## src/rtl/countdown_timer_pkg.sv

```systemverilog
// Shared timer constants used by the countdown timer and the traffic-light FSM.
// Also provides the prescaler width helper.
package countdown_timer_pkg;

    localparam int TIMER_WIDTH    = 4;
    localparam int PRESCALE_BOARD = 100_000_000;
    localparam int PRESCALE_SIM   = 4;
    localparam int T_PED_S        = 15;
    localparam int T_GREEN_S      = 10;
    localparam int T_YELLOW_S     = 5;

    // A one-cycle prescaler still needs a 1-bit counter to stay legal.
    function automatic int prescale_width(input int prescale);
        return (prescale <= 1) ? 1 : $clog2(prescale);
    endfunction

endpackage

```

## src/rtl/tick_prescaler.sv

```systemverilog
// Free-running enabled prescaler; wrap marks the last cycle of each count step.
// clr restarts the partial step, en=0 freezes it.
module tick_prescaler
    import countdown_timer_pkg::*;
#(
    parameter int PRESCALE = PRESCALE_BOARD
) (
    input  logic clk,
    input  logic rst,
    input  logic clr,
    input  logic en,
    output logic wrap
);

    localparam int            PW   = prescale_width(PRESCALE);
    localparam logic [PW-1:0] LAST = PW'(PRESCALE - 1);

    logic [PW-1:0] cnt_q, cnt_d;

    always_comb begin
        cnt_d = cnt_q;
        if (clr) begin
            cnt_d = '0;
        end else if (en) begin
            cnt_d = (cnt_q == LAST) ? '0 : cnt_q + 1'b1;
        end
    end

    always_ff @(posedge clk or posedge rst) begin
        if (rst) begin
            cnt_q <= '0;
        end else begin
            cnt_q <= cnt_d;
        end
    end

    assign wrap = en & (cnt_q == LAST);

endmodule

```

## src/rtl/countdown_timer.sv

```systemverilog
// Loadable seconds down-counter that saturates at zero, stepping once per prescaler wrap.
// tick and done are registered alongside the count so they line up with its update.
module countdown_timer
    import countdown_timer_pkg::*;
#(
    parameter int PRESCALE = PRESCALE_BOARD,
    parameter int WIDTH    = TIMER_WIDTH
) (
    input  logic             clk,
    input  logic             rst,
    input  logic             timer_load,
    input  logic             timer_en,
    input  logic [WIDTH-1:0] timer_init,
    output logic [WIDTH-1:0] timer_out,
    output logic             tick,
    output logic             done
);

    logic             wrap;
    logic [WIDTH-1:0] count_q, count_d;
    logic             tick_q, tick_d;
    logic             done_q, done_d;

    tick_prescaler #(
        .PRESCALE(PRESCALE)
    ) u_prescaler (
        .clk  (clk),
        .rst  (rst),
        .clr  (timer_load),
        .en   (timer_en),
        .wrap (wrap)
    );

    // Load beats a coincident wrap; at zero a step still ticks but the count holds.
    always_comb begin
        count_d = count_q;
        tick_d  = 1'b0;
        done_d  = 1'b0;
        if (timer_load) begin
            count_d = timer_init;
        end else if (wrap) begin
            tick_d = 1'b1;
            if (count_q != '0) begin
                count_d = count_q - 1'b1;
                done_d  = (count_q == WIDTH'(1));
            end
        end
    end

    always_ff @(posedge clk or posedge rst) begin
        if (rst) begin
            count_q <= '0;
            tick_q  <= 1'b0;
            done_q  <= 1'b0;
        end else begin
            count_q <= count_d;
            tick_q  <= tick_d;
            done_q  <= done_d;
        end
    end

    assign timer_out = count_q;
    assign tick      = tick_q;
    assign done      = done_q;

endmodule

```

## config.mk

```make
export PLATFORM = sky130hd
export DESIGN_NAME = countdown_timer
export DESIGN_NICKNAME = d
export VERILOG_FILES = /design/src/rtl/countdown_timer_pkg.sv /design/src/rtl/tick_prescaler.sv /design/src/rtl/countdown_timer.sv
export SDC_FILE = /design/constraint.sdc
export NUM_CORES = 1
export LEC_CHECK = 0
export CAP_MARGIN = 30
export CORE_MARGIN = 2
export CORE_UTILIZATION = 40
export DETAILED_ROUTE_END_ITERATION = 7
export PLACE_DENSITY = 0.6
export SKIP_CTS_REPAIR_TIMING = 1
export SYNTH_ARGS = -nofsm -noshare
export SYNTH_HDL_FRONTEND = slang
export SYNTH_SLANG_ARGS = --single-unit
```

## constraint.sdc

```tcl
create_clock -name clk -period 2.99 [get_ports clk]
set_clock_uncertainty 0.1 [all_clocks]
set_input_delay 0.299 -clock clk [delete_from_list [all_inputs] [get_ports clk]]
set_output_delay 0.299 -clock clk [all_outputs]
set_load 0.005 [all_outputs]
```

== Yosys cells after proc, flatten, opt, wreduce, memory -nomap -nowiden ==
Index checks and enable logic that the tools add are counted.

* Register bits: 33
* Input bits: 8
* Output and inout port bits: 6
* Word-level logic and storage cells: 25

* Add/sub/neg operators: 2
* Eq/ne operators: 2
* Mux-type cells: 11
* Bitwise gates (word level): 1
* Reduce and logical (&&, ||, !) cells: 5

{| class="wikitable"
|+ Operators with widths
! kind !! number
|-
| two-way mux 27 bit || 3
|-
| adder 27 x 1 -> 27 bit (second input constant) || 1
|-
| == test 27 bit (second input constant) || 1
|-
| two-way mux 4 bit || 3
|-
| nonzero test 2 bit || 3
|-
| two-way mux 1 bit || 5
|-
| == test 4 x 1 -> 1 bit (second input constant) || 1
|-
| nonzero test 4 bit || 1
|-
| subtractor 4 x 1 -> 4 bit (second input constant) || 1
|-
| AND reduction 2 bit || 1
|-
| bitwise AND 1 bit || 1
|}

== Longest topological paths before layout ==
Gate-level depths: netlist of the first run.

* Word-level depth: 4
* Mapped depth: 7
* Gate-level depth less buffers: 6

== Cells and area by module ==
Synthesis of the first run repeated with hierarchy kept, for this count alone.

* Cell total of the unflattened synthesis: 214
* Area, all modules: 1984.4 sq um

{| class="wikitable"
|+ Modules (own cells, without submodules)
! module !! instances !! cells an instance !! area an instance (sq um) !! sequential area each (sq um)
|-
| tick_prescaler || 1 || 176 || 1644.1 || 675.6
|-
| countdown_timer || 1 || 38 || 340.3 || 150.1
|}

== Worst setup path before layout of the first run ==
OpenSTA, ideal clock, no wires.

* Kind: flip-flop to flip-flop
* From: register u_prescaler.cnt_q[11]
* To: register count_q[3], in the netlist timer_out[3]
* Library setup time: 126 ps
* Arrival: 1834 ps
* Data required time: 2764 ps
* Slack: 930 ps
* Stages on the path, launching flop included: 6
* Buffers on the path: 0
* Period minus slack after synthesis: 2060 ps
* Cells stage by stage: dfrtp_1 -> or4_4 -> nor2_4 -> nand4_4 -> o41a_1 -> a221o_1

* Longest elaborated chain between the ends: 4

{| class="wikitable"
|+ RTL lines
! what !! RTL line !! RTL
|-
| from (decl) || tick_prescaler.sv:18 || <nowiki>logic [PW-1:0] cnt_q, cnt_d;</nowiki>
|-
| from (signal assigned) || tick_prescaler.sv:33 || <nowiki>cnt_q <= cnt_d;</nowiki>
|-
| == test 27 bit || tick_prescaler.sv:37 || <nowiki>assign wrap = en & (cnt_q == LAST);</nowiki>
|-
| bitwise AND 1 bit || tick_prescaler.sv:37 ||
|-
| nonzero test 2 bit (no source line) || n/a ||
|-
| AND reduction 2 bit (no source line) || n/a ||
|-
| to (signal assigned) || countdown_timer.sv:56 || <nowiki>count_q <= count_d;</nowiki>
|-
| to (decl) || countdown_timer.sv:20 || <nowiki>logic [WIDTH-1:0] count_q, count_d;</nowiki>
|}

No other way between the ends.
A chain may end at the register's enable or synchronous reset.

== Final worst setup path of the first run ==
* From: register u_prescaler.cnt_q[19]
* To: register count_q[3], in the netlist timer_out[3]

Same word-level chain as after synthesis.

==> results of run 1 <==
-- worst max-delay path by stage --
| stage | startpoint | end | depth (start not counted) |
|---|---|---|---|
| after floorplan | u_prescaler.cnt_q[11]$_DFFE_PP0P_ | timer_out[3]$_DFFE_PP0P_ | 5 |
| final | u_prescaler.cnt_q[19]$_DFFE_PP0P_ | timer_out[3]$_DFFE_PP0P_ | 5 |
| after global routing | u_prescaler.cnt_q[19]$_DFFE_PP0P_ | u_prescaler.cnt_q[24]$_DFFE_PP0P_ | 5 |
| after detailed placement | u_prescaler.cnt_q[19]$_DFFE_PP0P_ | u_prescaler.cnt_q[23]$_DFFE_PP0P_ | 5 |
| after CTS | u_prescaler.cnt_q[19]$_DFFE_PP0P_ | u_prescaler.cnt_q[23]$_DFFE_PP0P_ | 5 |
| after global placement | u_prescaler.cnt_q[9]$_DFFE_PP0P_ | timer_out[3]$_DFFE_PP0P_ | 5 |
-- kinds of logic after synthesis --
kind of cell             after synthesis  share of synthesized area, %
AO/OA/AOI/OAI                         21                         7.678
XOR/XNOR                              19                         8.879
adder cells (fa/ha/maj)                3                         2.003
buffers and inverters                 12                         3.071
flip-flops                            33                         44.06
multiplexers                           1                        0.5341
AND/OR/NAND/NOR                      109                         33.78
-- cells in the final DEF, fill, tap and decap left out, drive strengths merged, types with 2 or more instances in the layout --
master / count
dfrtp: 33
nor2: 30
nand2: 16
xor2: 16
nand3: 16
clkdlybuf4s50: 13
nand4: 12
nor3: 9
inv: 7
clkbuf: 7
nor4: 7
a21oi: 6
o21ai: 5
buf: 5
and3: 4
xnor2: 3
ha: 3
or3: 3
nand4b: 2
nor2b: 2
and2: 2
a31o: 2
a32o: 2
or4: 2
-- through the flow --
| step | utilization [%] | worst slack, ns | cells | hold WS, ns |
|---|---|---|---|---|
| floorplan | - | 0.9299 | 198 | 0.3279 |
| global placement | 46.71 | 0.8257 | 263 | 0.4370 |
| detailed placement | 46.71 | 0.7781 | 263 | 0.4425 |
| CTS | 49.32 | 0.7698 | 271 | 0.3417 |
| global route | 49.32 | 0.6178 | 271 | 0.3842 |
| finish | 49.32 | 0.7755 | 271 | 0.3093 |
-- final cells by class --
class / count / area [um2]
multi-input combinational: 153 / 991.0
clock inverter: 1 / 30.03
fill: 442 / 2252
tap: 52 / 65.06
clock buffer: 7 / 86.33
timing repair buffer: 18 / 167.7
inverter: 7 / 26.28
sequential: 33 / 825.8
-- cell usage after synthesis, types with 2 or more instances --
cell       n
xnor2_1    3
nand3_1   15
nor3_1     9
a21oi_1    6
ha_1       3
nand4b_1   2
nor4_4     2
inv_1      7
xor2_1    16
nor4_1     4
clkbuf_1   2
nor2b_1    2
and3_2     2
and2_1     2
and3_1     2
dfrtp_1   33
nor2_1    29
a32o_1     2
o21ai_0    5
a31o_2     2
or3_1      2
nand4_1   10
nand2_1   16
-- registers in the layout (all words and copies together) (netlist names) --
name,count
u_prescaler.cnt_q,27
timer_out,4
done,1
tick,1
-- per-layer routing --
layer	GRT usage, %	vias up	wire (um)
li1	-	748	-
met1	26.35	730	2113
met2	24.67	26	1712
met3	4.444	6	161
met4	6.790	0	74
met5	0	-	0
-- power groups by stage --
stage / registers (mW) / clock network (mW) / logic (mW)
2_1_floorplan: 0.469 / 0 / 0.0400
3_3_place_gp: 0.471 / 0 / 0.0711
3_5_place_dp: 0.471 / 0 / 0.0716
4_1_cts: 0.463 / 0.444 / 0.0717
5_1_grt: 0.464 / 0.467 / 0.0819
6_report: 0.463 / 0.435 / 0.0704
-- worst max-delay path, cell delays in order (launching register included) --
cell	delay (ns)
dfrtp_1	0.43
or3_4	0.41
nor4_4	0.32
nand4_4	0.22
o41a_1	0.35
a221o_1	0.26
==> out/metrics.cfg, run 1 <==
[global_route]
antenna_found_initial = 0
grt_start_max_net_pins = 21
grt_usage_pct = 17.70
grt_overflow = 0
grt_first_pass_wirelength_um = 7100
grt_pass1_vias = 1417

[timing]
tightest_slew_ns = 0.6842
relSlewSlack_pct = 54.34
timing.fmax_ghz = 0.4516
timing.final.crit_share_pct = 74.06
timing.final.max_slew_violations = 0
setup_tns_ns = 0
hold_violations = 0
rsz0062_at_grt = false
setup_viol = 0
fin_crit_ns = 2.214

[critical_path]
worstPathArrival_ns = 2.28
reg2reg_from = u_prescaler.cnt_q[19]$_DFFE_PP0P_
r2r_end = timer_out[3]$_DFFE_PP0P_
crit_required_ns = 3.06
r2r_slack_ns = 0.78
endpoint_kind = register
critical_path_class = register to register
cp-start-kind = register
reg2reg_depth = 5
crit_fanout = 8

[placed_design]
placed_area_mm2 = 0.002076
hpwlAfterDp_um = 2889
io_buffer_count = 13
routabilityCongestion = 0.8309

[synth]
synth_edf_count = 0
yosysTopAreaCellShare_pct = 44.06
synth_top_area_cell = dfrtp_1
ys_seq_area_share_pct = 44.06
yosys_warnings = 0
syn_area_mm2 = 0.001874
avgSynthCellArea_um2 = 9.466
synth_area_leaders = dfrtp_1 (44%), xor2_1 (7.5%), nor2_1 (5.8%)
synthArstFlopShare_pct = 100.0
ys_types = 45
synth_nets = 209
syn_inst = 198
synth-seq-cells = 33
synth_ff_type = dfrtp_1

[floorplanning]
io_pins = 14
fp-row-count = 24
initial_core_util_pct = 42.17
die_area_mm2 = 0.005249
fp.dieH_um = 72.45
core_area_mm2 = 0.004444
die_w_um = 72.45

[route]
ant_nets = 0
first_pass_iters = 4
wirelength_um = 4061
wl_per_cell_um = 14.99
drcViolationCount = 0
vias = 1510
via_per_inst = 5.572
drt_iter0_drc = 89

[layout]
syn_to_final_growth_pct = 16.96
layout.nets = 229
drive_gt1_share_pct = 11.87
final_area_mm2 = 0.002192
insertedDiodeCount = 0

[flow_run]
drv_cap = 0

[power_and_ir_drop]
power.leakage_nw = 0.9008
swShare_pct = 21.84
p_per_area_mw_per_mm2 = 441.6
finalPower_uw = 968.1
peakVddDrop_mv = 0.2420
clockPowerShare_pct = 45.0
pwr-share-comb_pct = 7.3
p_seq_share_pct = 47.8
power_switching_uw = 211.4
internal_power_uw = 756.7

[clock_tree]
cts-root-buf = clkbuf_8
clk_path_buf_depth = 2
clkSlewWorstSetupHoldPaths_ns = 0.07
cts_sinks = 33
htreeDepth = 2
clkLatencyLatePin_ns = 0.29
cts_tree = yes
cts_inserted_buffers = 5

[outcome]
status = finished, final reports clean

[worst_hold_path]
hold_path_class = input port to async pin

Note: power is estimated with default switching activity, not from simulation.
==> inputs of run 2 (changes only) <==
- clock period: 2.99 -> 2.1 ns (I/O delays scaled with it)
==> run 2 against run 1 <==
Compared with the run above:
- global-route usage rose by 0.29 points
- fmax up 7.6%
- critical endpoint unchanged
- critical path type unchanged
- largest cell class unchanged
- register-to-register slack got worse by 0.73 ns
- final area up 7.8%
- via count up 7.2%
- sequential power up 42%
==> out/metrics.cfg, run 2 (synthesis gave the netlist of run 1 again) <==
[clock_tree]
clk_path_buf_depth = 2
clkSlewWorstSetupHoldPaths_ns = 0.07
cts_tree = yes
cts_sinks = 33
clkLatencyLatePin_ns = 0.28
cts-root-buf = clkbuf_8
htreeDepth = 2
cts_inserted_buffers = 5

[route]
top_layer = met4
wl_met3_um = 144
via_per_inst = 5.526
met2_length_um = 1895
wirelength_um = 4249
wl_per_cell_um = 14.50
drcViolationCount = 0
drt_iter0_drc = 86
ant_nets = 0
first_pass_iters = 4
vias = 1619
wl_met1_um = 2114

[outcome]
status = finished, final reports clean

[global_route]
grt_pass1_vias = 1541
grt_first_pass_wirelength_um = 7307
grt_overflow = 0
grt_usage_pct = 17.99
antenna_found_initial = 0
grt_start_max_net_pins = 34

[layout]
insertedDiodeCount = 0
regMostFlops = u_prescaler.cnt_q
drive_gt1_share_pct = 20.75
largest_register_ffs = 27
layout.nets = 251
most-common-layout-cells = dfrtp_1 (33), nor2_1 (29), buf_4 (25)
syn_to_final_growth_pct = 26.03
layout_commonest_cell = dfrtp_1
post-route-util_pct = 53.15

[critical_path]
crit_fanout = 7
slowest_stage = or4_4
critical_path_class = register to register
worstPathArrival_ns = 2.12
crit_required_ns = 2.16
worstPathCellList = or4_4 -> nor2_4 -> nand4_4 -> o41a_1 -> a221o_1
r2r_end = timer_out[3]$_DFFE_PP0P_
cp-start-kind = register
endpoint_kind = register
critPathMaxStageDelay_ns = 0.57
r2r_slack_ns = 0.04
reg2reg_from = u_prescaler.cnt_q[10]$_DFFE_PP0P_
reg2reg_depth = 5

[power_and_ir_drop]
power.leakage_nw = 1.011
finalPower_mw = 1.303
peakVddDrop_mv = 0.3512
p_per_area_mw_per_mm2 = 551.7

[floorplanning]
die_w_um = 72.45
die_area_mm2 = 0.005249
io_pins = 14
initial_core_util_pct = 42.17
core_area_mm2 = 0.004444
fp.dieH_um = 72.45
fp-row-count = 24

[timing]
fin_crit_ns = 2.059
tightest_slew_ns = 0.4143
rsz0062_at_grt = true
hold_violations = 0
timing.fmax_ghz = 0.4857
setup_viol = 0
timing.final.crit_share_pct = 98.04
relSlewSlack_pct = 72.38
timing.final.max_slew_violations = 0

[worst_hold_path]
hold_path_class = input port to async pin

[placed_design]
routabilityCongestion = 0.8756
hpwlAfterDp_um = 3039
io_buffer_count = 13

[flow_run]
drv_cap = 0

==> run 2: cell count changes in the layout (fill, tap and decap cells not counted), sizes merged <==
cell	change
bufinv	-1
buf	+22
clkinv	+1
==> run 2: through the flow <==
stage	cell area, um2	instances	hold WS, ns	worst slack, ns	TNS [ns]
5_1_grt	2362	293	0.3028	-0.02223	-0.03935
4_1_cts	2340	291	0.2354	0.01787	0
2_1_floorplan	1874	198	0.2389	0.03987	0
6_report	2362	293	0.2153	0.04109	0
3_5_place_dp	2238	283	0.4389	0.02908	0
3_3_place_gp	2238	283	0.4274	0.04978	0
==> run 2: layout make-up <==
class	count	area, um2
Sequential cell	33	825.8
Inverter	7	26.28
Clock buffer	7	96.34
Fill cell	431	2082
Timing Repair Buffer	40	349.1
Multi-Input combinational cell	153	994.7
Clock inverter	1	5.005
Tap cell	52	65.06
==> run 2: how the worst max path moves through the flow <==
| stage | to | startpoint | slack [ns] | cells past startpoint |
|---|---|---|---|---|
| 2_1_floorplan | timer_out[3]$_DFFE_PP0P_ | u_prescaler.cnt_q[11]$_DFFE_PP0P_ | 0.04 | 5 |
| 3_3_place_gp | timer_out[3]$_DFFE_PP0P_ | u_prescaler.cnt_q[11]$_DFFE_PP0P_ | 0.05 | 5 |
| 3_5_place_dp | timer_out[3]$_DFFE_PP0P_ | u_prescaler.cnt_q[11]$_DFFE_PP0P_ | 0.03 | 5 |
| 4_1_cts | timer_out[3]$_DFFE_PP0P_ | u_prescaler.cnt_q[11]$_DFFE_PP0P_ | 0.02 | 5 |
| 5_1_grt | timer_out[3]$_DFFE_PP0P_ | u_prescaler.cnt_q[10]$_DFFE_PP0P_ | -0.02 | 5 |
| 6_report | timer_out[3]$_DFFE_PP0P_ | u_prescaler.cnt_q[10]$_DFFE_PP0P_ | 0.04 | 5 |
==> run 2: critical path, delay by kind of cell, from the launching register on <==
family,cells,cell delay [ns]
simple gates,3,0.87
compound gates,2,0.59
flops,1,0.38
==> run 2: metal layers <==
metal	GRT usage (%)	vias to the layer above
met2	26.50	40
met5	0	-
met1	26.35	776
met3	3.472	13
met4	6.584	0
li1	-	790
==> run 2: power breakdown <==
part | leakage (nW) | internal (mW) | switching, mW | total, mW
Sequential | 0.451 | 0.645 | 0.0104 | 0.656
Clock | 0.0542 | 0.296 | 0.236 | 0.533
Combinational | 0.506 | 0.0554 | 0.0597 | 0.115
==> inputs of run 3 (changes only) <==
- CORE_MARGIN: 2 -> 3
- CORE_UTILIZATION: 40 -> 50
- PLACE_DENSITY: 0.6 -> 0.72
==> run 3 against run 2 <==
Compared with the run above:
- worst setup slack got worse by 0.031 ns
- register-to-register slack got worse by 0.03 ns
- combinational power decreased by 4%
- non-clock buffer count decreased by 6
- die area decreased by 14%
- flip-flop and latch count unchanged
- hold slack got worse by 0.094 ns
- wire length increased by 6.4%
- clock power increased by 16%
- critical path type unchanged
- largest cell class unchanged
- largest power group unchanged
==> out/metrics.cfg, run 3 (synthesis gave the netlist of run 1 again) <==
[power_and_ir_drop]
peakVddDrop_mv = 0.4159
internal_power_mw = 1.084
power.leakage_nw = 0.9856
p_seq_share_pct = 47.5
power_switching_uw = 304.1
finalPower_mw = 1.388
pwr-share-comb_pct = 8.0
clockPowerShare_pct = 44.5
p_per_area_mw_per_mm2 = 598.9
swShare_pct = 21.90

[floorplanning]
initial_core_util_pct = 54.04
die_w_um = 67.23
fp-row-count = 21
die_area_mm2 = 0.004519
fp.dieH_um = 67.23
io_pins = 14
core_area_mm2 = 0.003468

[layout]
layout.nets = 245
layout_commonest_cell = dfrtp_1
largest_register_ffs = 27
insertedDiodeCount = 0
post-route-util_pct = 66.85
fin_cells = 281
regMostFlops = u_prescaler.cnt_q
syn_to_final_growth_pct = 23.70
drive_gt1_share_pct = 18.72
most-common-layout-cells = dfrtp_1 (32), nor2_1 (29), buf_4 (21)
final_area_mm2 = 0.002318

[timing]
timing.fmax_ghz = 0.4785
relSlewSlack_pct = 70.55
tightest_slew_ns = 0.4412
hold_violations = 0
setup_viol = 0
timing.final.crit_share_pct = 99.51
fin_crit_ns = 2.090
setup_tns_ns = 0
fin_ws_ns = 0.01030
rsz0062_at_grt = true
timing.final.max_slew_violations = 0
hold_slack_ns = 0.1214

[critical_path]
cp-start-kind = register
endpoint_kind = register
crit_required_ns = 2.17
critical_path_class = register to register
crit_fanout = 8
worstPathArrival_ns = 2.16

[route]
drcViolationCount = 0
vias = 1656
drt_iter0_drc = 110
via_per_inst = 5.893
first_pass_iters = 4
ant_nets = 0
wl_per_cell_um = 16.09
wirelength_um = 4520

[clock_tree]
clkSlewWorstSetupHoldPaths_ns = 0.07
clk_path_buf_depth = 2
clkLatencyLatePin_ns = 0.29
cts_sinks = 33
htreeDepth = 2
cts-root-buf = clkbuf_8
cts_tree = yes
cts_inserted_buffers = 5

[worst_hold_path]
hold_path_class = input port to async pin

[global_route]
grt_pass1_vias = 1613
grt_overflow = 0
grt_usage_pct = 22.36
grt_first_pass_wirelength_um = 7417
antenna_found_initial = 0
grt_start_max_net_pins = 22

[placed_design]
routabilityCongestion = 0.8621
place_ws_ns = -0.002002
hpwlAfterDp_um = 3102
placed_area_mm2 = 0.002158
dp.cells = 269
io_buffer_count = 13

[flow_run]
drv_cap = 0

[outcome]
status = finished, final reports clean

run 3: cell types whose count changed in the layout (fill, tap and decap cells not counted), sizes merged:
cell,delta
bufinv,+1
buf,-6
clkinv,-1
run 3: final timing paths:
path | startpoint | end | slack, ns | cells past startpoint
min in group clk | timer_init[0] | timer_out[0]$_DFFE_PP0P_ | 0.40 | 3
hold reg to reg | u_prescaler.cnt_q[24]$_DFFE_PP0P_ | u_prescaler.cnt_q[24]$_DFFE_PP0P_ | 0.45 | 2
setup reg to reg | u_prescaler.cnt_q[10]$_DFFE_PP0P_ | timer_out[3]$_DFFE_PP0P_ | 0.01 | 5
max in group asynchronous | rst | u_prescaler.cnt_q[13]$_DFFE_PP0P_ | 1.24 | 3
hold / removal | rst | u_prescaler.cnt_q[11]$_DFFE_PP0P_ | 0.12 | 2
setup / recovery | u_prescaler.cnt_q[10]$_DFFE_PP0P_ | timer_out[3]$_DFFE_PP0P_ | 0.01 | 5
run 3: worst max-delay path, cell delays in order, from the launching register on:
cell and delay [ns]:
dfrtp_1 0.39, or4_4 0.59, nor2_4 0.15, nand4_4 0.14, o41a_1 0.35, a221o_1 0.26
run 3: layout make-up:
class	count	area [um2]
clock buffer	7	86.33
clock inverter	1	30.03
fill	293	1150
inverter	7	26.28
multi-input combinational	153	1003
sequential	33	827.0
tap	46	57.56
timing repair buffer	34	287.8
run 3: power groups by stage:
stage	Sequential, mW	Combinational [mW]	Clock [mW]
floorplan	0.668	0.0570	0
global placement	0.669	0.107	0
detailed placement	0.670	0.109	0
CTS	0.659	0.111	0.627
global route	0.661	0.125	0.655
finish	0.660	0.110	0.618
run 3: layer usage:
layer	up-vias	wire length [um]	GRT usage, %
li1	785	-	-
met1	808	1942	28.93
met2	50	2205	34.11
met3	13	257	5.824
met4	0	114	11.90
met5	-	0	0
